--- config.mk ---
export PLATFORM = sky130hd
export DESIGN_NAME = plab4_net_router_out_ctrl_tdm
export DESIGN_NICKNAME = d
export VERILOG_FILES = /design/src/rtl/plab4_net_pkg.sv /design/src/rtl/plab4_net_epoch_ctr.sv /design/src/rtl/plab4_net_router_out_ctrl_tdm.sv
export SDC_FILE = /design/constraint.sdc
export NUM_CORES = 1
export LEC_CHECK = 0
export CAP_MARGIN = 20
export CORE_MARGIN = 4
export CORE_UTILIZATION = 40
export CTS_CLUSTER_DIAMETER = 100
export DETAILED_ROUTE_END_ITERATION = 16
export PLACE_DENSITY = 0.74
export SYNTH_ARGS = -nofsm -noshare
export SYNTH_HDL_FRONTEND = slang
export SYNTH_HIERARCHICAL = 1
export SYNTH_SLANG_ARGS = --single-unit
export TNS_END_PERCENT = 10
--- constraint.sdc ---
create_clock -name clk -period 3.5 [get_ports clk]
set_input_delay 0.7 -clock clk [delete_from_list [all_inputs] [get_ports clk]]
set_output_delay 0.7 -clock clk [all_outputs]
set_load 0.02 [all_outputs]
--- src/rtl/plab4_net_pkg.sv ---
// Shared widths and types for the secure-mesh router output controllers.
package plab4_net_pkg;

    function automatic int w_of(input int n);
        return (n > 1) ? $clog2(n) : 1;
    endfunction

    localparam int c_num_ports_dflt   = 3;
    localparam int c_num_domains_dflt = 2;
    localparam int c_dom_w = w_of(c_num_domains_dflt);
    localparam int c_sel_w = w_of(c_num_ports_dflt);

    typedef logic [c_dom_w-1:0] dom_t;

endpackage

--- src/rtl/plab4_net_epoch_ctr.sv ---
// Free-running epoch counter; the owning domain depends only on elapsed cycles.
module plab4_net_epoch_ctr
    import plab4_net_pkg::*;
#(
    parameter int  p_epoch_len   = 8,
    parameter int  p_num_domains = 2,
    localparam int c_dom_w       = w_of(p_num_domains)
) (
    input  logic               clk,
    input  logic               reset,
    output logic [c_dom_w-1:0] cur_dom_o,
    output logic               wrap_o
);

    localparam int c_cnt_w = w_of(p_epoch_len);

    logic [c_cnt_w-1:0] ep_cnt_q, ep_cnt_d;
    logic [c_dom_w-1:0] cur_dom_q, cur_dom_d;

    assign wrap_o    = (ep_cnt_q == c_cnt_w'(p_epoch_len - 1));
    assign cur_dom_o = cur_dom_q;

    always_comb begin
        ep_cnt_d  = ep_cnt_q + 1'b1;
        cur_dom_d = cur_dom_q;
        if (wrap_o) begin
            ep_cnt_d = '0;
            if (cur_dom_q == c_dom_w'(p_num_domains - 1))
                cur_dom_d = '0;
            else
                cur_dom_d = cur_dom_q + 1'b1;
        end
    end

    always_ff @(posedge clk or posedge reset) begin
        if (reset) begin
            ep_cnt_q  <= '0;
            cur_dom_q <= '0;
        end else begin
            ep_cnt_q  <= ep_cnt_d;
            cur_dom_q <= cur_dom_d;
        end
    end

endmodule

--- src/rtl/plab4_net_router_out_ctrl_tdm.sv ---
// Output-port controller: TDM epochs across domains, per-domain round-robin
// with packet locks that survive epoch boundaries.
module plab4_net_router_out_ctrl_tdm
    import plab4_net_pkg::*;
#(
    parameter int  p_num_ports   = 3,
    parameter int  p_num_domains = 2,
    parameter int  p_epoch_len   = 8,
    localparam int c_dom_w       = w_of(p_num_domains),
    localparam int c_sel_w       = w_of(p_num_ports)
) (
    input  logic                         clk,
    input  logic                         reset,
    input  logic [p_num_ports-1:0]       reqs,
    input  logic [p_num_ports*c_dom_w-1:0] reqs_domain,
    input  logic [p_num_ports-1:0]       reqs_tail,
    output logic [p_num_ports-1:0]       grants,
    output logic                         out_val,
    input  logic                         out_rdy,
    output logic [c_dom_w-1:0]           out_domain,
    output logic [c_sel_w-1:0]           xbar_sel
);

    logic [c_dom_w-1:0]     cur_dom;
    logic                   wrap_unused;
    logic [p_num_ports-1:0] elig;
    logic                   hit;
    logic                   gnt;
    logic [c_sel_w-1:0]     sel;
    logic [c_sel_w-1:0]     rr_d;

    logic               lock_v_q    [p_num_domains];
    logic [c_sel_w-1:0] lock_port_q [p_num_domains];
    logic [c_sel_w-1:0] rr_ptr_q    [p_num_domains];

    plab4_net_epoch_ctr #(
        .p_epoch_len   (p_epoch_len),
        .p_num_domains (p_num_domains)
    ) u_epoch (
        .clk       (clk),
        .reset     (reset),
        .cur_dom_o (cur_dom),
        .wrap_o    (wrap_unused)
    );

    assign out_domain = cur_dom;

    always_comb begin
        elig = '0;
        for (int i = 0; i < p_num_ports; i++)
            elig[i] = reqs[i] && out_rdy &&
                      (reqs_domain[i*c_dom_w +: c_dom_w] == cur_dom);
    end

    // A held lock blocks every other port, even when the locked port is idle.
    always_comb begin : arb
        int idx;
        hit = 1'b0;
        sel = '0;
        idx = 0;
        if (lock_v_q[cur_dom]) begin
            hit = elig[lock_port_q[cur_dom]];
            sel = lock_port_q[cur_dom];
        end else begin
            for (int j = 0; j < p_num_ports; j++) begin
                idx = int'(rr_ptr_q[cur_dom]) + j;
                if (idx >= p_num_ports)
                    idx = idx - p_num_ports;
                if (!hit && elig[idx]) begin
                    hit = 1'b1;
                    sel = c_sel_w'(idx);
                end
            end
        end
    end

    assign gnt      = hit && !reset;
    assign grants   = gnt ? ({{(p_num_ports-1){1'b0}}, 1'b1} << sel) : '0;
    assign out_val  = |grants;
    assign xbar_sel = gnt ? sel : '0;

    assign rr_d = (sel == c_sel_w'(p_num_ports - 1)) ? '0 : sel + 1'b1;

    always_ff @(posedge clk or posedge reset) begin
        if (reset) begin
            for (int d = 0; d < p_num_domains; d++) begin
                lock_v_q[d]    <= 1'b0;
                lock_port_q[d] <= '0;
                rr_ptr_q[d]    <= '0;
            end
        end else if (gnt) begin
            if (reqs_tail[sel]) begin
                lock_v_q[cur_dom] <= 1'b0;
                rr_ptr_q[cur_dom] <= rr_d;
            end else begin
                lock_v_q[cur_dom]    <= 1'b1;
                lock_port_q[cur_dom] <= sel;
            end
        end
    end

endmodule

==> results by group <==
Clocking
  – CTS tree: yes
  – Register clock-pin slew on the reported worst setup and hold paths: 80 ps
  – Clock Path Buffers: 2
  – CTS Root Buffer Type: clkbuf_4
  – Hold bufs inserted after CTS: 0
  – CTS Buf Count: 3
  – Clk sink count: 14
  – Clk_lat worst skew: 280 ps
  – H-tree lvl count: 1

STA
  – FMAX: 290 MHz
  – RSZ-0062 raised after global routing: true
  – Least-Margin Pin Slew: 401 ps
  – Setup ws final: 53.4 ps
  – Max-slew headroom: 72.5%
  – Final min period: 3450 ps
  – Clock Skew: 4.13 ps
  – Fin crit share: 98.5%
  – Final Max Slew Viols: 0
  – Hold Fails Final Rpt: 0
  – Finish-stage setup viols: 0

Detailed routing
  – Vias: 1,383
  – Detailed Route Iter0 Violations: 75
  – Detail Route Antenna Nets: 0
  – DRC Markers: 0
  – Routed vias/inst: 5.71
  – Routed len/inst: 16.1 um
  – Routed WL: 3.89 mm
  – Pre-antenna DRT Iters: 4

Hold path
  – HP Class: reg -> reg

Global route
  – Largest net degree at the start of global routing: 11
  – Initial antenna violation count: 0
  – Global route total overflow: 0
  – First-pass GRT wire length: 6.25 mm
  – Vias in the first global route: 1,395
  – All-layer global routing usage: 19.2%

Critical path
  – Worst Setup End Kind: output pin
  – R2R setup slack: 330 ps
  – Worst Path Max Fanout: 4
  – Crit path cell chain: mux2i_2 > inv_2 > ha_4 > nand3b_1 > o32a_1 > mux2_4 > o221a_4 > a21oi_4 > nand2b_4 > a21oi_2 > buf_6
  – Critical path required time: 2800 ps
  – Max stage delay on crit path: 440 ps
  – CP Class: reg -> out
  – Slowest stage cell, crit path: dfrtp_2
  – Startpoint types: flip-flop
  – Arrival @ worst endpoint: 2750 ps

Placement
  – Setup slack at placement: -559 ps
  – Gp weighted congestion: 0.892
  – Post-DP HPWL: 2.94 mm
  – Post-DP Area: 1810 um^2
  – Port Buffers: 18

Logic synthesis
  – Syn Area/Cell: 8.89 um^2
  – Netlist Area Pre-Place: 1240 um^2
  – Syn_nets: 157
  – Post-Syn Instances: 139
  – Yosys warnings: 6

Pwr
  – Comb power frac: 73.7%
  – Switching share of power: 41.5%
  – Power Internal: 0.771 mW
  – PwrDens: 634 nW/um^2
  – Peak supply drop: 0.522 mV
  – Psw: 0.546 mW
  – Total leakage power: 0.947 nW
  – Clock Power Share: 8.6%
  – Seq pwr share: 17.7%

Layout
  – Diode count: 0
  – Layout cells sized above 1: 52.1%
  – Util after Layout: 72.9%
  – Area delta synth->final: 68.1%
  – Final net count: 230
  – Final Cell Area: 2080 um^2

Floorplanning
  – Site Rows: 19
  – Area of the core: 2850 um^2
  – Initial Util: 43.3%
  – Die W: 63.6 um
  – Die ar.: 4040 um^2
  – Top Ports: 19
  – Die Y: 63.6 um

Job
  – Max Cap Violations: 0

Outcome
  – Status: complete, no violations
## through the flow
stage | cells | hold slack [ps] | power, mW | setup TNS, ps
after CTS | 237 | 439 | 1.19 | -148
after detailed placement | 231 | 429 | 1.03 | -3010
after global placement | 231 | 414 | 1.01 | -2740
after floorplan | 139 | 403 | 0.664 | 0
final | 242 | 434 | 1.32 | 0
after global routing | 242 | 468 | 1.40 | -69.6
## power by group through the flow
stage | clock network, mW | registers [mW] | logic, mW
floorplan | 0 | 0.223 | 0.442
global placement | 0 | 0.228 | 0.786
detailed placement | 0 | 0.232 | 0.801
CTS | 0.114 | 0.230 | 0.850
global route | 0.122 | 0.239 | 1.04
finish | 0.113 | 0.233 | 0.971
## placed cells by master, fill, tap and decap left out, types with 3 or more instances in the layout
master	count
nand3_1	3
o31ai_1	4
clkdlybuf4s50_1	8
buf_4	54
nand2_1	10
a21oi_1	7
inv_1	5
clkbuf_4	3
nand2_2	3
dfrtp_1	13
nor2_2	3
inv_2	3
mux2_4	4
ha_1	3
nor3_1	3
buf_6	4
nor2_1	13
## timing repair
| item | 4_1_cts | 5_1_grt |
|---|---|---|
| hold endpoints to repair | 0 | 0 |
| resized for setup | 40 | 32 |
| setup endpoints to repair | 6 | 6 |
| pin swaps | 6 | 13 |
| buffers inserted | 2 | 5 |
## routing by layer
layer | vias up | track usage [%] | part of all wire, %
met4 | 0 | 6.74 | 2.5
met3 | 12 | 2.31 | 4.5
li1 | 662 | - | -
met1 | 666 | 21.4 | 38
met2 | 43 | 36.8 | 55
met5 | - | 0 | 0
## cell type report
type / instances / area (um^2)
clock buffer: 4 / 36.3
fill: 213 / 774
inverter: 8 / 30.0
multi-input combinational: 114 / 1040
sequential: 14 / 352
tap: 31 / 38.8
timing repair buffer: 71 / 578
## worst max-delay path: cells and delay by family (launching register included)
family          cells  cell delay, ps
fa+ha+maj           1             170
compound gates      4             730
simple gates        2             340
flops               1             440
buf+inv             2             220
mux                 2             560
## path summary, 6_finish.rpt
kind,endpoint,depth (start not counted),startpoint
min in group asynchronous,u_epoch/ep_cnt_q[1]$_DFF_PP0_,2,reset
worst max-delay path,out_val,11,u_epoch/cur_dom_o$_DFFE_PP0N_
worst max register to register,lock_port_q[0]$_DFFE_PP0P_,14,u_epoch/cur_dom_o$_DFFE_PP0N_
worst min register to register,u_epoch/ep_cnt_q[0]$_DFF_PP0_,1,u_epoch/ep_cnt_q[0]$_DFF_PP0_
max in group asynchronous,rr_ptr_q[3]$_DFFE_PP0P_,3,reset
worst min-delay path,u_epoch/ep_cnt_q[0]$_DFF_PP0_,1,u_epoch/ep_cnt_q[0]$_DFF_PP0_
Note: power is estimated with default switching activity, not from simulation.
==> patch 1, RTL diff (same flow settings) <==
`p_num_domains` is set to 2 in 2 places; all go to 1.
--- a/src/rtl/plab4_net_epoch_ctr.sv
+++ b/src/rtl/plab4_net_epoch_ctr.sv
@@ -5,3 +5,3 @@
     parameter int  p_epoch_len   = 8,
-    parameter int  p_num_domains = 2,
+    parameter int  p_num_domains = 1,
     localparam int c_dom_w       = w_of(p_num_domains)
--- a/src/rtl/plab4_net_router_out_ctrl_tdm.sv
+++ b/src/rtl/plab4_net_router_out_ctrl_tdm.sv
@@ -6,3 +6,3 @@
     parameter int  p_num_ports   = 3,
-    parameter int  p_num_domains = 2,
+    parameter int  p_num_domains = 1,
     parameter int  p_epoch_len   = 8,
Function: changed (a bounded check fails within 10 cycles, from zero or initial values and one cycle with reset high).
==> patch 1 against the original RTL <==
  * Cell count shrank 33%
  * Clock skew shrank 3.4 ps
  * Sequential cell count down 9
  * Worst setup slack lost 37 ps
  * Total power fell by 36%
  * Wire length is 25% lower
  * Core utilization decreased by 1.9 points
  * Final area decreased by 38%
  * Synthesized area down 35%
  * Largest power group unchanged
==> patch 1: results (changes against the original RTL) <==
stage;metric;value;unit;change
worst_hold_path;min_to;rr_ptr_q[1]$_DFFE_PP0P_;;
clock_tree;ctsResizeCount;35;;-13%
drt;drtIter0Drc;27;;-64%
worst_setup_path;ff2ff_path_depth;9;;-5
grt;grtUsageMet2;32.6;%;-4.1 points
clock_tree;clock_latency;240;ps;-40 ps
cells_and_area;layout.nets;154;;-33%
pwr;power_leakage;0.000590;uW;-38%
sta;hold_slack;608;ps;+174 ps
grt;track_usage;19.7;%;+0.51 points
grt;globalRouteMet1Util;26.5;%;+5.2 points
placed_design;gp_congestion;0.910;;+2.0%
synthesis;synth_warnings;6;;unchanged
placed_design;dp_hpwl;1.96;mm;-34%
grt;grt_pass1_wl;4.23;mm;-32%
worst_setup_path;cp.arrival;2780;ps;+30 ps
worst_setup_path;reg2reg_slack;480;ps;+150 ps
worst_hold_path;worstHoldStart;rr_ptr_q[1]$_DFFE_PP0P_;;
drt;wl_met2;1.49;mm;-30%
clock_tree;cts.clk_slew.worst_paths;40;ps;-40 ps
worst_hold_path;holdPathStages;2;;+1
cells_and_area;fillers;152;;-29%
grt;grt_max_degree;10;;-1
synthesis;synth_nets;113;;-28%
drt;met3RoutedLength;134;um;-23%
grt;grt_pass1_vias;950;;-32%
drt;wl_met1;1.24;mm;-16%
pwr;vdd_drop_max;445;uV;-15%
worst_setup_path;crit_path_start;reqs[1];;
sta;fin_skew;0.748;ps;-3.38 ps
run_status;run_status;completed;;
cells_and_area;layout-drive-gt1-share;46.0;%;-6.1 points
worst_setup_path;r2r-start;rr_ptr_q[0]$_DFFE_PP0P_;;
grt;grt.met3_usage;4.84;%;+2.5 points
clock_tree;post-cts-setup-buffers;0;;-2
sta;max_slew_margin;60.9;%;-12 points
worst_setup_path;timing.rr.end;lock_port_q[1]$_DFFE_PP0P_;;
patch 1: cell count changes in the layout (fill, tap and decap cells not counted), sizes merged, moves of 3 or more:
cell,change
buf,-30
dlymetal6s2s,+3
a211o,+3
dfrtp,-9
mux2i,-5
nand2,-8
a21oi,-7
nor4,+3
mux2,-6
nor2,-7
patch 1: cell type report:
cell class / instances / area, sq um / area share (%)
multi-input cells: 82 / 732 / 57.2
repair buffers: 40 / 342 / 26.7
clock buffers: 4 / 26.3 / 2.05
well taps: 25 / 31.3 / 2.45
flip-flops and latches: 5 / 125 / 9.78
inverters: 6 / 22.5 / 1.76
patch 1: worst max path at each step:
| stage | endpoint | slack [ps] | cells past startpoint |
|---|---|---|---|
| final | xbar_sel[0] | 20 | 9 |
| after global routing | xbar_sel[1] | -50 | 9 |
| after CTS | grants[0] | -90 | 8 |
| after detailed placement | grants[0] | -630 | 8 |
| after global placement | grants[0] | -620 | 8 |
| after floorplan | grants[0] | 340 | 6 |
patch 1: power breakdown:
group / switching [uW] / internal, uW / total, uW / leakage, uW
logic: 346 / 317 / 663 / 0.000517
registers: 31.9 / 76.0 / 108 / 0.0000585
clock network: 25.4 / 43.2 / 68.6 / 0.0000150
patch 1: critical path, stage by stage:
cell and delay, ps:
clkdlybuf4s50_1 490, nand2_1 80, or4b_4 550, o21ai_4 100
nor4_2 80, or3_1 360, buf_4 170, nor2_1 90
buf_4 150
patch 1: stage by stage:
step / cell area, sq um / instances / setup TNS (ps) / setup WS, ps
final: 1280 / 162 / 0 / 16.3
after global routing: 1280 / 162 / -192 / -51.2
after CTS: 1180 / 160 / -324 / -88.6
after detailed placement: 1130 / 156 / -3290 / -634
after global placement: 1130 / 156 / -3180 / -616
after floorplan: 800 / 97 / 0 / 342
==> patch 2, RTL diff (same flow settings) <==
Without the edit above. Reset style: synchronous (`reset`), changed in 2 clocked blocks.
--- a/src/rtl/plab4_net_epoch_ctr.sv
+++ b/src/rtl/plab4_net_epoch_ctr.sv
@@ -34,3 +34,3 @@
 
-    always_ff @(posedge clk or posedge reset) begin
+    always_ff @(posedge clk) begin
         if (reset) begin
--- a/src/rtl/plab4_net_router_out_ctrl_tdm.sv
+++ b/src/rtl/plab4_net_router_out_ctrl_tdm.sv
@@ -83,3 +83,3 @@
 
-    always_ff @(posedge clk or posedge reset) begin
+    always_ff @(posedge clk) begin
         if (reset) begin
Behaviour: differs if reset is asserted again (counterexample within 10 cycles, from zero or initial values and one cycle with reset high); with reset held inactive, the same outputs for 10 cycles.
==> patch 2 against the original RTL <==
  * The flow now finishes with violations (setup timing)
  * Worst setup slack lost 110 ps
  * Clock skew about the same
  * Final area shrank 8.5%
  * Sequential cell count stayed put
  * Wire length fell by 16%
  * Non-clock buffer count shrank 11
  * Core utilization down 3.3 points
  * Largest cell class unchanged
  * Die area shrank 7.5%
  * Synthesized area decreased by 8.5%
Power is not compared: it rests on default switching activity, and its combinational part moved more than twofold at a synthesized area within 25%.
==> patch 2: results (changes against the original RTL) <==
stage;metric;value;unit;change
drt;vias;1189;;-14%
synthesis;synth_compound_area_share;14.4;%;
cells_and_area;insertedDiodeCount;0;;unchanged
drt;first_pass_iters;4;;unchanged
grt;grt_max_degree;11;;unchanged
synthesis;synth_enable_flop_cells;10;;
cells_and_area;layout.nets;202;;-12%
sta;setup-violations-final;3;;+3
clock_tree;cts_buffer_depth;2;;unchanged
placed_design;gp_congestion;0.853;;-4.3%
worst_setup_path;crit_end;grants[2];;
synthesis;ys_top_cells_by_area;edfxtp_1 (27%), ha_1 (7.7%), dfxtp_1 (7.1%), mux2i_1 (4.4%), nor2_1 (4.3%);;
placed_design;numPortBuffers;18;;unchanged
drt;drtIter0Drc;44;;-41%
worst_setup_path;reg2reg_slack;230;ps;-100 ps
drt;wl_per_cell;15.4;um;-4.2%
worst_setup_path;crit_family;simple AND/OR/NAND/NOR gates;;
grt;grt_pass1_wl;5.43;mm;-13%
cells_and_area;fillers;220;;+3.3%
worst_setup_path;ff2ff_path_depth;13;;-1
synthesis;synthMuxAreaShare;7.41;%;
worst_hold_path;holdPathStages;1;;unchanged
sta;max_slew_margin;69.5;%;-3.0 points
clock_tree;cts.clk_slew.worst_paths;80;ps;about the same
grt;track_usage;19.4;%;+0.20 points
sta;timing.setup.tns;-153;ps;-153 ps
synthesis;synthArstFlopShare;0;%;
run_status;run_status;finished with violations;;
synthesis;syn_avg_cell_area;9.43;sq um;+6.0%
sta;worst_slack;-57.2;ps;-111 ps
worst_setup_path;cp.arrival;2860;ps;+110 ps
placed_design;dp_hpwl;2.49;mm;-15%
sta;hold_slack;444;ps;+9.77 ps
sta;fin_skew;4.29;ps;+0.160 ps
pwr;vdd_drop_max;400;uV;
synthesis;synth_nets;139;;-11%
cells_and_area;post-route-util;69.6;%;-3.3 points
synthesis;synth_common_cells;nor2_1 (13), edfxtp_1 (10), nand2_1 (10), nor3_1 (9), ha_1 (7);;
grt;antenna_found_initial;0;;unchanged
worst_hold_path;worstHoldStart;u_epoch/ep_cnt_q[0]$_SDFF_PP0_;;
synthesis;synth_warnings;6;;unchanged
worst_setup_path;critPathMaxFanout;5;;+1
worst_setup_path;cpPeakStageDelay;570;ps;+130 ps
clock_tree;clock_latency;280;ps;about the same
synthesis;yosysSeqAreaShare;33.6;%;
synthesis;yosys.area_share.adder;7.74;%;
drt;wl;3.28;mm;-16%
clock_tree;cts-root-buf;clkbuf_4;;
synthesis;ys_types;40;;
worst_setup_path;crit_path_start;u_epoch/cur_dom_o$_SDFFE_PP0N_;;
run_status;violations;setup timing;;
cells_and_area;layout-drive-gt1-share;46.7;%;-5.4 points
synthesis;synthXorXnorAreaFrac;4.76;%;
worst_setup_path;cp_slowest_cell;or4_4;;
placed_design;pre_cts_ws;-662;ps;-103 ps
worst_hold_path;min_to;u_epoch/ep_cnt_q[0]$_SDFF_PP0_;;
placed_design;placed_cell_area;0.00167;sq mm;-7.9%
worst_setup_path;timing.rr.end;rr_ptr_q[1][0]$_SDFFCE_PN0P_;;
[patch 2: cell count changes in the layout (fill, tap and decap cells not counted), moves of 3 or more]
cell | before | now
buf_4 | 54 | 37
dfrtp_1 | 13 | 0
edfxtp_1 | 0 | 10
a21oi_1 | 7 | 2
nor3_1 | 3 | 8
mux2_4 | 4 | 0
o31ai_1 | 4 | 0
buf_6 | 4 | 7
dfxtp_1 | 0 | 3
nor2_2 | 3 | 0
o21bai_1 | 0 | 3
[patch 2: per-layer routing]
| metal | wire length (um) | global-route usage (%) |
|---|---|---|
| met1 | 1370 | 23.4 |
| met2 | 1720 | 32.9 |
| met3 | 90 | 2.31 |
| met4 | 103 | 11.5 |
| met5 | 0 | 0 |
[patch 2: repair_timing]
action / 4_1_cts / 5_1_grt
hold buffers: 0 / 0
pin swaps: 9 / 5
setup buffers: 7 / 1
setup endpoints to repair: 6 / 6
resized for setup: 51 / 10
hold endpoints to repair: 0 / 0
[patch 2: logic make-up after synthesis]
logic type | after synthesis
adders and majority gates | 7
AOI/OAI and AO/OA | 20
buffers and inverters | 7
muxes | 8
xor gates and xnor gates | 4
and+or+nand+nor | 60
DFF | 14
[patch 2: cell type report]
| cell class | instances | area (sq um) | area share [%] |
|---|---|---|---|
| Clock buffer | 4 | 36.3 | 1.91 |
| Tap cell | 31 | 38.8 | 2.04 |
| Multi-Input combinational cell | 99 | 916 | 48.2 |
| Sequential cell | 14 | 384 | 20.2 |
| Inverter | 5 | 18.8 | 0.987 |
| Timing Repair Buffer | 60 | 508 | 26.7 |
[patch 2: report_power, final]
group          internal (uW)  switching [uW]
clock                   63.3            51.8
combinational            175             170
sequential               192            7.08
total                    431             229
